File: src/rtl/vliw_pkg.sv
// Shared VLIW definitions: bundle geometry, fetch-state encoding and the
// slot-index helper used by fetch, loader and decode.
package vliw_pkg;

  localparam int SLOTS    = 8;
  localparam int WORD_W   = 32;
  localparam int ADDR_W   = 10;
  localparam int BUNDLE_W = SLOTS * WORD_W;
  localparam int CNT_W    = $clog2(SLOTS);

  typedef enum logic [1:0] {
    FS_IDLE  = 2'd0,
    FS_FETCH = 2'd1,
    FS_HOLD  = 2'd2
  } fetch_state_e;

  // Word k of a bundle lives at [slot_lsb(k) +: WORD_W]; word 0 is the MSB slot.
  function automatic int slot_lsb(input int k);
    return WORD_W * (SLOTS - 1 - k);
  endfunction

endpackage

File: src/rtl/vliw_bundle_fetch_if.sv
// Instruction-memory read port and fetch-to-decode bundle handshake.
interface vliw_bundle_fetch_if;
  import vliw_pkg::*;

  logic                imem_rd_en;
  logic [ADDR_W-1:0]   imem_addr;
  logic [WORD_W-1:0]   imem_rdata;
  logic                bundle_valid;
  logic                bundle_ready;
  logic [BUNDLE_W-1:0] bundle_data;
  logic [ADDR_W-1:0]   bundle_pc;
  logic [SLOTS-1:0]    slot_mask;

  modport master (
    output imem_rd_en, imem_addr, bundle_valid, bundle_data, bundle_pc, slot_mask,
    input  imem_rdata, bundle_ready
  );

  modport slave (
    input  imem_rd_en, imem_addr, bundle_valid, bundle_data, bundle_pc, slot_mask,
    output imem_rdata, bundle_ready
  );

endinterface

File: src/rtl/vliw_bundle_assembler.sv
// Collects returning memory words into the bundle slot register and derives
// the NOP mask and the end-of-program (all-zero) flag.
module vliw_bundle_assembler
  import vliw_pkg::*;
(
  input  logic                clk,
  input  logic                rst_n,
  input  logic                clr,
  input  logic                rd_issue,
  input  logic [WORD_W-1:0]   rdata,
  output logic                last_cap,
  output logic                all_zero,
  output logic [BUNDLE_W-1:0] bundle,
  output logic [SLOTS-1:0]    mask
);

  logic                cap_vld;
  logic [CNT_W-1:0]    cap_cnt;
  logic [BUNDLE_W-1:0] slot_q;
  logic [BUNDLE_W-1:0] slot_d;

  // Next slot-register contents; the zero test looks at this so that the word
  // arriving on the last capture is included.
  always_comb begin
    slot_d = slot_q;
    for (int k = 0; k < SLOTS; k++) begin
      if (cap_vld && (cap_cnt == CNT_W'(k))) slot_d[slot_lsb(k) +: WORD_W] = rdata;
    end
  end

  // Per-slot nonzero mask from the assembled bundle.
  always_comb begin
    mask = '0;
    for (int k = 0; k < SLOTS; k++) mask[SLOTS-1-k] = |slot_q[slot_lsb(k) +: WORD_W];
  end

  assign last_cap = cap_vld && (cap_cnt == CNT_W'(SLOTS - 1));
  assign all_zero = (slot_d == '0);
  assign bundle   = slot_q;

  // Capture pipeline: data follows the strobe by one cycle; clr restarts the slot index.
  always_ff @(posedge clk or negedge rst_n) begin
    if (!rst_n) begin
      cap_vld <= 1'b0;
      cap_cnt <= '0;
      slot_q  <= '0;
    end else begin
      cap_vld <= rd_issue;
      slot_q  <= slot_d;
      if (clr)          cap_cnt <= '0;
      else if (cap_vld) cap_cnt <= cap_cnt + CNT_W'(1);
    end
  end

endmodule

File: src/rtl/vliw_bundle_fetch.sv
// VLIW fetch front end: owns the bundle PC, issues SLOTS word reads per
// bundle, presents the assembled bundle to decode and stops on an all-zero bundle.
//
// state    | meaning
// ---------+-------------------------------------------------------------
// FS_IDLE  | waiting for start (or a redirect) to load pc
// FS_FETCH | issuing reads at pc..pc+SLOTS-1 and capturing the replies
// FS_HOLD  | bundle_valid high, waiting for decode to accept
module vliw_bundle_fetch
  import vliw_pkg::*;
(
  input  logic                clk,
  input  logic                rst_n,
  input  logic                start,
  input  logic [ADDR_W-1:0]   start_pc,
  input  logic                redirect_valid,
  input  logic [ADDR_W-1:0]   redirect_pc,
  output logic                busy,
  output logic                done,
  vliw_bundle_fetch_if.master bus
);

  fetch_state_e        state_q, state_d;
  logic [ADDR_W-1:0]   pc_q, pc_d;
  logic [CNT_W:0]      issue_q, issue_d;
  logic                done_q, done_d;
  logic                fetch_init;
  logic                rd_en;
  logic                hold;
  logic                last_cap;
  logic                all_zero;
  logic [BUNDLE_W-1:0] asm_bundle;
  logic [SLOTS-1:0]    asm_mask;

  // issue_q counts reads still to be issued for the current bundle.
  assign rd_en = (state_q == FS_FETCH) && (issue_q != '0);
  assign hold  = (state_q == FS_HOLD);

  // Next-state logic; a redirect overrides everything, including a HOLD handshake.
  always_comb begin
    state_d    = state_q;
    pc_d       = pc_q;
    issue_d    = issue_q;
    done_d     = 1'b0;
    fetch_init = 1'b0;
    if (redirect_valid) begin
      pc_d       = redirect_pc;
      fetch_init = 1'b1;
    end else begin
      case (state_q)
        FS_IDLE: begin
          if (start) begin
            pc_d       = start_pc;
            fetch_init = 1'b1;
          end
        end
        FS_FETCH: begin
          if (rd_en) issue_d = issue_q - (CNT_W+1)'(1);
          if (last_cap) begin
            if (all_zero) begin
              state_d = FS_IDLE;
              done_d  = 1'b1;
            end else begin
              state_d = FS_HOLD;
            end
          end
        end
        FS_HOLD: begin
          if (bus.bundle_ready) begin
            pc_d       = pc_q + ADDR_W'(SLOTS);
            fetch_init = 1'b1;
          end
        end
        default: state_d = FS_IDLE;
      endcase
    end
    if (fetch_init) begin
      state_d = FS_FETCH;
      issue_d = (CNT_W+1)'(SLOTS);
    end
  end

  // State, pc, issue counter and done pulse registers.
  always_ff @(posedge clk or negedge rst_n) begin
    if (!rst_n) begin
      state_q <= FS_IDLE;
      pc_q    <= '0;
      issue_q <= '0;
      done_q  <= 1'b0;
    end else begin
      state_q <= state_d;
      pc_q    <= pc_d;
      issue_q <= issue_d;
      done_q  <= done_d;
    end
  end

  // A read issued in a redirect cycle belongs to the abandoned fetch, so it is
  // never marked for capture.
  vliw_bundle_assembler u_asm (
    .clk      (clk),
    .rst_n    (rst_n),
    .clr      (fetch_init),
    .rd_issue (rd_en & ~redirect_valid),
    .rdata    (bus.imem_rdata),
    .last_cap (last_cap),
    .all_zero (all_zero),
    .bundle   (asm_bundle),
    .mask     (asm_mask)
  );

  assign bus.imem_rd_en   = rd_en;
  assign bus.imem_addr    = rd_en ? (pc_q + ADDR_W'(SLOTS) - ADDR_W'(issue_q)) : '0;
  assign bus.bundle_valid = hold;
  assign bus.bundle_data  = hold ? asm_bundle : '0;
  assign bus.bundle_pc    = hold ? pc_q : '0;
  assign bus.slot_mask    = hold ? asm_mask : '0;
  assign busy             = (state_q != FS_IDLE);
  assign done             = done_q;

endmodule

File: src/flat_wrapper.sv
// flat-port wrapper written by rule: the top's interface ports become plain ports
module vliw_bundle_fetch_flat import vliw_pkg::*;
  (clk, rst_n, start, start_pc, redirect_valid, redirect_pc, busy, done, bus_imem_rd_en, bus_imem_addr, bus_bundle_valid, bus_bundle_data, bus_bundle_pc, bus_slot_mask, bus_imem_rdata, bus_bundle_ready);
  vliw_bundle_fetch_if bus_i ();
  input  logic clk;
  input  logic rst_n;
  input  logic start;
  input  logic [ADDR_W-1:0] start_pc;
  input  logic redirect_valid;
  input  logic [ADDR_W-1:0] redirect_pc;
  output logic busy;
  output logic done;
  output wire logic [$bits(bus_i.imem_rd_en)-1:0] bus_imem_rd_en;
  output wire logic [$bits(bus_i.imem_addr)-1:0] bus_imem_addr;
  output wire logic [$bits(bus_i.bundle_valid)-1:0] bus_bundle_valid;
  output wire logic [$bits(bus_i.bundle_data)-1:0] bus_bundle_data;
  output wire logic [$bits(bus_i.bundle_pc)-1:0] bus_bundle_pc;
  output wire logic [$bits(bus_i.slot_mask)-1:0] bus_slot_mask;
  input wire logic [$bits(bus_i.imem_rdata)-1:0] bus_imem_rdata;
  input wire logic [$bits(bus_i.bundle_ready)-1:0] bus_bundle_ready;
  assign bus_imem_rd_en = bus_i.imem_rd_en;
  assign bus_imem_addr = bus_i.imem_addr;
  assign bus_bundle_valid = bus_i.bundle_valid;
  assign bus_bundle_data = bus_i.bundle_data;
  assign bus_bundle_pc = bus_i.bundle_pc;
  assign bus_slot_mask = bus_i.slot_mask;
  assign bus_i.imem_rdata = bus_imem_rdata;
  assign bus_i.bundle_ready = bus_bundle_ready;
  vliw_bundle_fetch u_core (.clk(clk), .rst_n(rst_n), .start(start), .start_pc(start_pc), .redirect_valid(redirect_valid), .redirect_pc(redirect_pc), .busy(busy), .done(done), .bus(bus_i));
endmodule
File: config.mk
export PLATFORM = sky130hd
export DESIGN_NAME = vliw_bundle_fetch_flat
export DESIGN_NICKNAME = d
export VERILOG_FILES = /design/src/rtl/vliw_pkg.sv /design/src/rtl/vliw_bundle_fetch_if.sv /design/src/rtl/vliw_bundle_assembler.sv /design/src/rtl/vliw_bundle_fetch.sv /design/src/flat_wrapper.sv
export SDC_FILE = /design/constraint.sdc
export NUM_CORES = 1
export LEC_CHECK = 0
export BUFFER_PORTS_ARGS = -buffer_cell sky130_fd_sc_hd__buf_2
export CAP_MARGIN = 5
export CORE_MARGIN = 2
export CORE_UTILIZATION = 30
export CTS_BUF_LIST = sky130_fd_sc_hd__clkbuf_8
export DETAILED_ROUTE_END_ITERATION = 10
export PLACE_DENSITY_LB_ADDON = 0.3
export SETUP_SLACK_MARGIN = 0.5
export SYNTH_ARGS = -nofsm -noshare
export SYNTH_HDL_FRONTEND = slang
export SYNTH_HIERARCHICAL = 1
export SYNTH_SLANG_ARGS = --single-unit
File: constraint.sdc
create_clock -name clk -period 3.1 [get_ports clk]
set_input_delay 0.31 -clock clk [delete_from_list [all_inputs] [get_ports clk]]
set_output_delay 0.31 -clock clk [all_outputs]
set_load 0.02 [all_outputs]
Word level (Yosys, flattened, before mapping)
Index checks and enable logic that the tools add are counted.
{"block": "op_classes", "add_sub_neg": 4, "n_mux": 35, "reduce_logical": 30, "n_eq_ne": 14, "n_bitwise": 2}
{"operator": "$logic_not A256 Y1", "n": 1}
{"operator": "$mux W256", "n": 1}
{"operator": "$mux W32", "n": 8}
{"operator": "$reduce_or A32 Y1", "n": 8}
{"operator": "$mux W10", "n": 5}
{"operator": "$pmux W10 S2", "n": 1}
{"operator": "$mux W4", "n": 4}
{"operator": "$eq A3 B3 Y1 const B", "n": 4}
{"operator": "$add A10 B4 Y10 const B", "n": 1}
{"operator": "$sub A10 B4 Y10", "n": 1}
{"operator": "$logic_and A1 B1 Y1", "n": 9}
{"operator": "$reduce_and A3 Y1", "n": 3}
{"operator": "$mux W2", "n": 4}
{"operator": "$mux W8", "n": 1}
{"operator": "$reduce_bool A2 Y1", "n": 4}
{"operator": "$mux W1", "n": 7}
{"operator": "$eq A3 B2 Y1 const B", "n": 2}
{"operator": "$mux W3", "n": 2}
{"operator": "$ne A3 B3 Y1 const B", "n": 2}
{"operator": "$ne A2 B1 Y1 const B", "n": 2}
{"operator": "$pmux W2 S2", "n": 1}
{"operator": "$reduce_bool A4 Y1", "n": 1}
{"operator": "$sub A4 B1 Y4 const B", "n": 1}
{"operator": "$add A3 B1 Y3 const B", "n": 1}
{"operator": "other kinds (11)", "n": 11}
{"block": "totals", "inputBits": 57, "register_bits": 277, "output_inout_bits": 288}

Longest topological paths before layout
{"block": "depth", "word_depth": 9, "mapped_depth": 13, "ltp_nobuf": 11}

Modules after synthesis
Netlist, hierarchy kept.
{"module": "vliw_bundle_assembler", "n_inst": 1, "seq_area_each_um2": 6506.2, "area_each_um2": 11656.2, "cells_per_inst": 976}
{"module": "vliw_bundle_fetch", "n_inst": 1, "seq_area_each_um2": 425.4, "area_each_um2": 3176.8, "cells_per_inst": 461}

Worst setup path after synthesis
Ideal clock, no wire load.
{"block": "synth_timing", "path_type": "register to register", "from": "register u_core.u_asm.cap_cnt[0]", "to": "register u_core.state_q[1]", "arrival_time_ps": 2639, "stages_incl_launch_ff": 12, "path_buffers": 1, "setup_slack_ps": 384, "path_cell_list": "dfrtp_1 > ha_1 > ha_1 > nand2_1 > buf_2 > mux2_2 > nor4b_1 > and4_1 > and4b_1 > and4_1 > or3b_1 > a21oi_1"}
{"block": "synth_between", "elab_chain_len": 9, "elab_cells_between_ends": 32, "classes_between": "8 x eq/ne; 13 x mux; 11 x reduce/logical"}
{"item": "from (decl)", "line_no": "vliw_bundle_assembler.sv:18", "rtl": "logic [CNT_W-1:0] cap_cnt;"}
{"item": "from (signal assigned)", "line_no": "vliw_bundle_assembler.sv:51", "rtl": "else if (cap_vld) cap_cnt <= cap_cnt + CNT_W'(1);"}
{"item": "$eq A3 B3 Y1, or another cell as far along", "line_no": "vliw_bundle_assembler.sv:27", "rtl": "if (cap_vld && (cap_cnt == CNT_W'(k))) slot_d[slot_lsb(k) +: WORD_W] = rdata;"}
{"item": "$logic_and A1 B1 Y1", "line_no": "vliw_bundle_assembler.sv:27"}
{"item": "$mux W32", "line_no": "vliw_bundle_assembler.sv:27"}
{"item": "$logic_not A256 Y1 (*)", "line_no": "vliw_bundle_assembler.sv:38", "rtl": "assign all_zero = (slot_d == '0);"}
{"item": "named net u_core.all_zero", "line_no": "vliw_bundle_fetch.sv:31", "rtl": "logic all_zero;"}
{"item": "$mux W2 (*)", "line_no": "vliw_bundle_fetch.sv:60", "rtl": "if (all_zero) begin"}
{"item": "$mux W2 (*)", "line_no": "vliw_bundle_fetch.sv:59", "rtl": "if (last_cap) begin"}
{"item": "$pmux W2 S2 (*)", "line_no": "vliw_bundle_fetch.sv:50", "rtl": "case (state_q)"}
{"item": "$mux W2 (*)", "line_no": "vliw_bundle_fetch.sv:46", "rtl": "if (redirect_valid) begin"}
{"item": "$mux W2 (*)", "line_no": "vliw_bundle_fetch.sv:77", "rtl": "if (fetch_init) begin"}
{"item": "to (signal assigned)", "line_no": "vliw_bundle_fetch.sv:91", "rtl": "state_q <= state_d;"}
{"item": "to (decl)", "line_no": "vliw_bundle_fetch.sv:23", "rtl": "fetch_state_e state_q, state_d;"}
Mark *: on every way through the listed nets, which the timed path passes. The rest lies on a longest branch. The select of a mux whose other input is x is not followed.
A chain may end at the register's enable or synchronous reset.

Worst setup path in the final report
{"block": "layout_timing", "from": "register u_core.u_asm.cap_cnt[0]", "to": "register u_core.state_q[1]"}
{"block": "layout_between", "elab_chain_len": 9, "elab_cells_between_ends": 32, "classes_between": "8 x eq/ne; 13 x mux; 11 x reduce/logical"}
{"item": "$eq A3 B3 Y1", "line_no": "vliw_bundle_assembler.sv:27"}
{"item": "$logic_and A1 B1 Y1", "line_no": "vliw_bundle_assembler.sv:27"}
{"item": "$mux W32", "line_no": "vliw_bundle_assembler.sv:27"}
{"item": "named net u_core.u_asm.slot_d[118]", "line_no": "vliw_bundle_assembler.sv:20", "rtl": "logic [BUNDLE_W-1:0] slot_d;"}
{"item": "$logic_not A256 Y1", "line_no": "vliw_bundle_assembler.sv:38"}
{"item": "named net u_core.all_zero", "line_no": "vliw_bundle_fetch.sv:31"}
{"item": "$mux W2", "line_no": "vliw_bundle_fetch.sv:60"}
{"item": "$mux W2", "line_no": "vliw_bundle_fetch.sv:59"}
{"item": "$pmux W2 S2", "line_no": "vliw_bundle_fetch.sv:50"}
{"item": "$mux W2", "line_no": "vliw_bundle_fetch.sv:46"}
{"item": "$mux W2", "line_no": "vliw_bundle_fetch.sv:77"}
The timed path passes the listed nets, and every way through them passes these cells. The select of a mux whose other input is x is not followed.

==> metrics.txt <==
status completed; P per Cell Area about 780 nW/um^2; Comb power frac 31.1%; Hold Crit Class primary input to flop; Buffers on Ports 344; Rows 81; NumNets Final 1944; DR pass1 iterations 5; dominant synthesized flop cell dfrtp_1; I/O pin count 345; maximum clock rate between 0.3 and 0.4 GHz; TritonCTS Sinks ~280; final setup TNS 0 ns; Mapped Nets 1508; period utilization 95.8%; antenna violations before repair 3; Num CTS Buffers 50; switching share of power 38.4%; Worst path slowest cell dfrtp_2; largest net degree at the start of global routing 93; sw power 0.00590 W; Die H 226 um; post-DP HPWL 46900 um; critical hold path startpoint bus_imem_rdata[5]; vias in the first global route about 13000; Overall Power 0.0154 W; drt wl/cell 25.8 um; CP Class flop to flop; layout cells sized above 1 approximately 44%; routability cong. 0.872; CTS tree done; VDD IR max 311 uV; register area share after synthesis a little under half; CTS max path bufs 3; gr usage total about a quarter; Worst setup SP type flop; Worst EP required 3.60 ns; Hold Fails Final Rpt 0; die footprint roughly 51000 um^2; initial detailed-routing violation count roughly 1000; clk slew on worst S/H paths 0.07 ns; FF-to-FF Start u_core/u_asm/cap_cnt[0]; routed via count roughly 13000; critical path's top delay family simple AND/OR/NAND/NOR gates; Worst Skew 0.0370 ns; Clock Power Share 22.8%; Arr. time, crit path 3.47 ns; Gate Count Post-Synth 1437; mapped cell area about 15000 um^2; WHS 0.0782 ns; Cell Chain, Critical Path inv_2, ha_4, nand3_4, mux2_2, nor4_1, buf_4, nand4_1, nor4_2, and4_4, or3b_1, a21oi_1; Worst Setup SP u_core/u_asm/cap_cnt[0]; crit path buf inv count 2; final setup fails 0; max_slew headroom a little under half; syn avg cell area 10.3 um^2; internal power 0.00948 W; Critical Path Fanout Max 11; RSZ-0062 raised after global routing yes; sequential share of power 46.1%; DR vias/cell 5.20; Static Leak 9.64 nW; Slew Limit Fails 0; die width 226 um; clk_lat worst skew 0.64 ns; H-tree Lvls 2; Initial Util between 30% and 40%; DRC 0; Post-synth EDFFs 0; first-pass GRT wire length 92000 um; max-cap violation count 0; area grow syn2layout 33.6%; Antenna Nets Post-Route 0; Worst-Margin Slew about 0.78 ns; Core Area 48800 um^2; CP max stage delay between 0.4 and 0.5 ns; fin crit period between 2 and 3 ns; CP Capture Type flop; number of synthesized register bits 277; FFs w/ async S/R, synth between 90% and 100%; YS warnings 6; Synth cell types 68; WL final 66400 um; GRT overflow 0; CTS Root Buffer Type clkbuf_8
[kinds of logic after synthesis]
family          Yosys count  share of synthesized area, %
compound gates           83                          4.11
fa+ha+maj                14                          1.23
buf+inv                 121                          3.91
xor+xnor                 15                         0.936
simple gates            727                          27.8
mux                     200                          15.3
flops                   277                          46.7
[per-stage QoR]
stage / utilization [%] / setup WS (ns) / cells / cell area, um^2
3_3_place_gp: 36.0 / -0.301 / 2413 / 17600
3_5_place_dp: 36.0 / -0.283 / 2413 / 17600
5_1_grt: 40.6 / 0.0225 / 2574 / 19800
4_1_cts: 39.3 / 0.190 / 2530 / 19200
2_1_floorplan: - / 0.523 / 1437 / 14800
6_report: 40.6 / 0.131 / 2575 / 19800
[synthesized netlist by cell type (7+ instances only)]
| cell | count | share of area, % |
|---|---|---|
| or2_2 | 8 | 0.34 |
| nor4_1 | 77 | 3.2 |
| nor2_1 | 52 | 1.3 |
| and3_1 | 20 | 0.84 |
| buf_1 | 7 | 0.18 |
| o21ai_1 | 7 | 0.24 |
| ha_1 | 13 | 1.1 |
| buf_6 | 9 | 0.68 |
| mux2i_1 | 7 | 0.47 |
| a21o_1 | 9 | 0.46 |
| nor3_1 | 27 | 0.91 |
| a21oi_1 | 14 | 0.47 |
| nand4_1 | 24 | 1.0 |
| buf_2 | 38 | 1.3 |
| mux2_4 | 7 | 0.71 |
| and2_1 | 271 | 11 |
| dfrtp_1 | 277 | 47 |
| xnor2_1 | 10 | 0.59 |
| nand3_1 | 15 | 0.51 |
| a21boi_0 | 9 | 0.46 |
| a211oi_1 | 8 | 0.40 |
| nand2_1 | 169 | 4.3 |
| inv_1 | 11 | 0.28 |
| clkbuf_1 | 50 | 1.3 |
| mux2_2 | 186 | 14 |
| a2111oi_0 | 7 | 0.41 |
| or4_1 | 13 | 0.66 |
[metal layers]
metal	routed length, um	track usage (%)	share of wire (%)	vias up
li1	-	-	-	5868
met1	27700	32.5	42	6693
met2	30800	40.9	46	699
met3	5660	5.81	8.5	120
met4	2220	8.89	3.3	0
met5	0	0	0	-
[flip-flops by register name (all words and copies together), names as in the netlist]
| name | flops |
|---|---|
| u_core/state_q | 2 |
| u_core/pc_q | 10 |
| u_core/done | 1 |
| u_core/u_asm/bundle | 256 |
| u_core/u_asm/cap_vld | 1 |
| u_core/issue_q | 4 |
| u_core/u_asm/cap_cnt | 3 |
[layout by cell type (no fill, tap or decap), types with 9 or more instances in the layout]
cell	n
a21boi_0	9
a21o_1	9
a21oi_1	14
and2_1	270
and3_1	18
buf_12	13
buf_2	339
buf_4	114
clkbuf_8	62
dfrtp_1	268
dfrtp_2	9
dlygate4sd3_1	11
ha_4	9
inv_1	26
mux2_2	179
mux2_4	14
nand2_1	168
nand3_1	15
nand4_1	24
nor2_1	50
nor3_1	25
nor4_1	58
nor4_2	18
or4_1	10
xnor2_1	10
[layout make-up]
| class | count | area, um^2 |
|---|---|---|
| Clock inverter | 27 | 144 |
| Sequential cell | 277 | 6940 |
| Clock buffer | 62 | 853 |
| Antenna cell | 1 | 2.50 |
| Inverter | 14 | 81.3 |
| Fill cell | 4937 | 29000 |
| Multi-Input combinational cell | 1041 | 7890 |
| Tap cell | 664 | 831 |
| Timing Repair Buffer | 489 | 3070 |
[worst reg2reg max path, cell delays in order (launching register included)]
cell     delay (ns)
dfrtp_2        0.46
inv_2          0.12
ha_4           0.20
nand3_4        0.19
mux2_2         0.35
nor4_1         0.38
buf_4          0.17
nand4_1        0.19
nor4_2         0.27
and4_4         0.32
or3b_1         0.11
a21oi_1        0.07
[timing repair]
action                                 4_1_cts  5_1_grt
gates cloned                                 1        1
setup endpoints to repair                  282      244
resized for setup                           80       55
setup buffers                               16       43
endpoints found under the hold margin       97        0
pin swaps                                   18       25
hold buffers                                11        0
[path summary, 6_finish.rpt]
kind	slack, ns	endpoint	cells after the start
max	0.13	u_core/state_q[1]	11
min	0.08	u_core/u_asm/bundle[69]	3
max reg2reg	0.13	u_core/state_q[1]	11
min reg2reg	0.49	u_core/u_asm/bundle[208]	2
max in group asynchronous	1.86	u_core/u_asm/bundle[62]	3
min in group asynchronous	0.31	u_core/u_asm/bundle[232]	2
[power groups by stage]
stage | Clock [W] | Combinational, W | Sequential (W)
final | 0.00351 | 0.00479 | 0.00708
after global routing | 0.00373 | 0.00511 | 0.00723
after CTS | 0.00357 | 0.00433 | 0.00700
after detailed placement | 0 | 0.00393 | 0.00701
after global placement | 0 | 0.00385 | 0.00699
after floorplan | 0 | 0.00282 | 0.00605
Note: power is estimated with default switching activity, not from simulation.
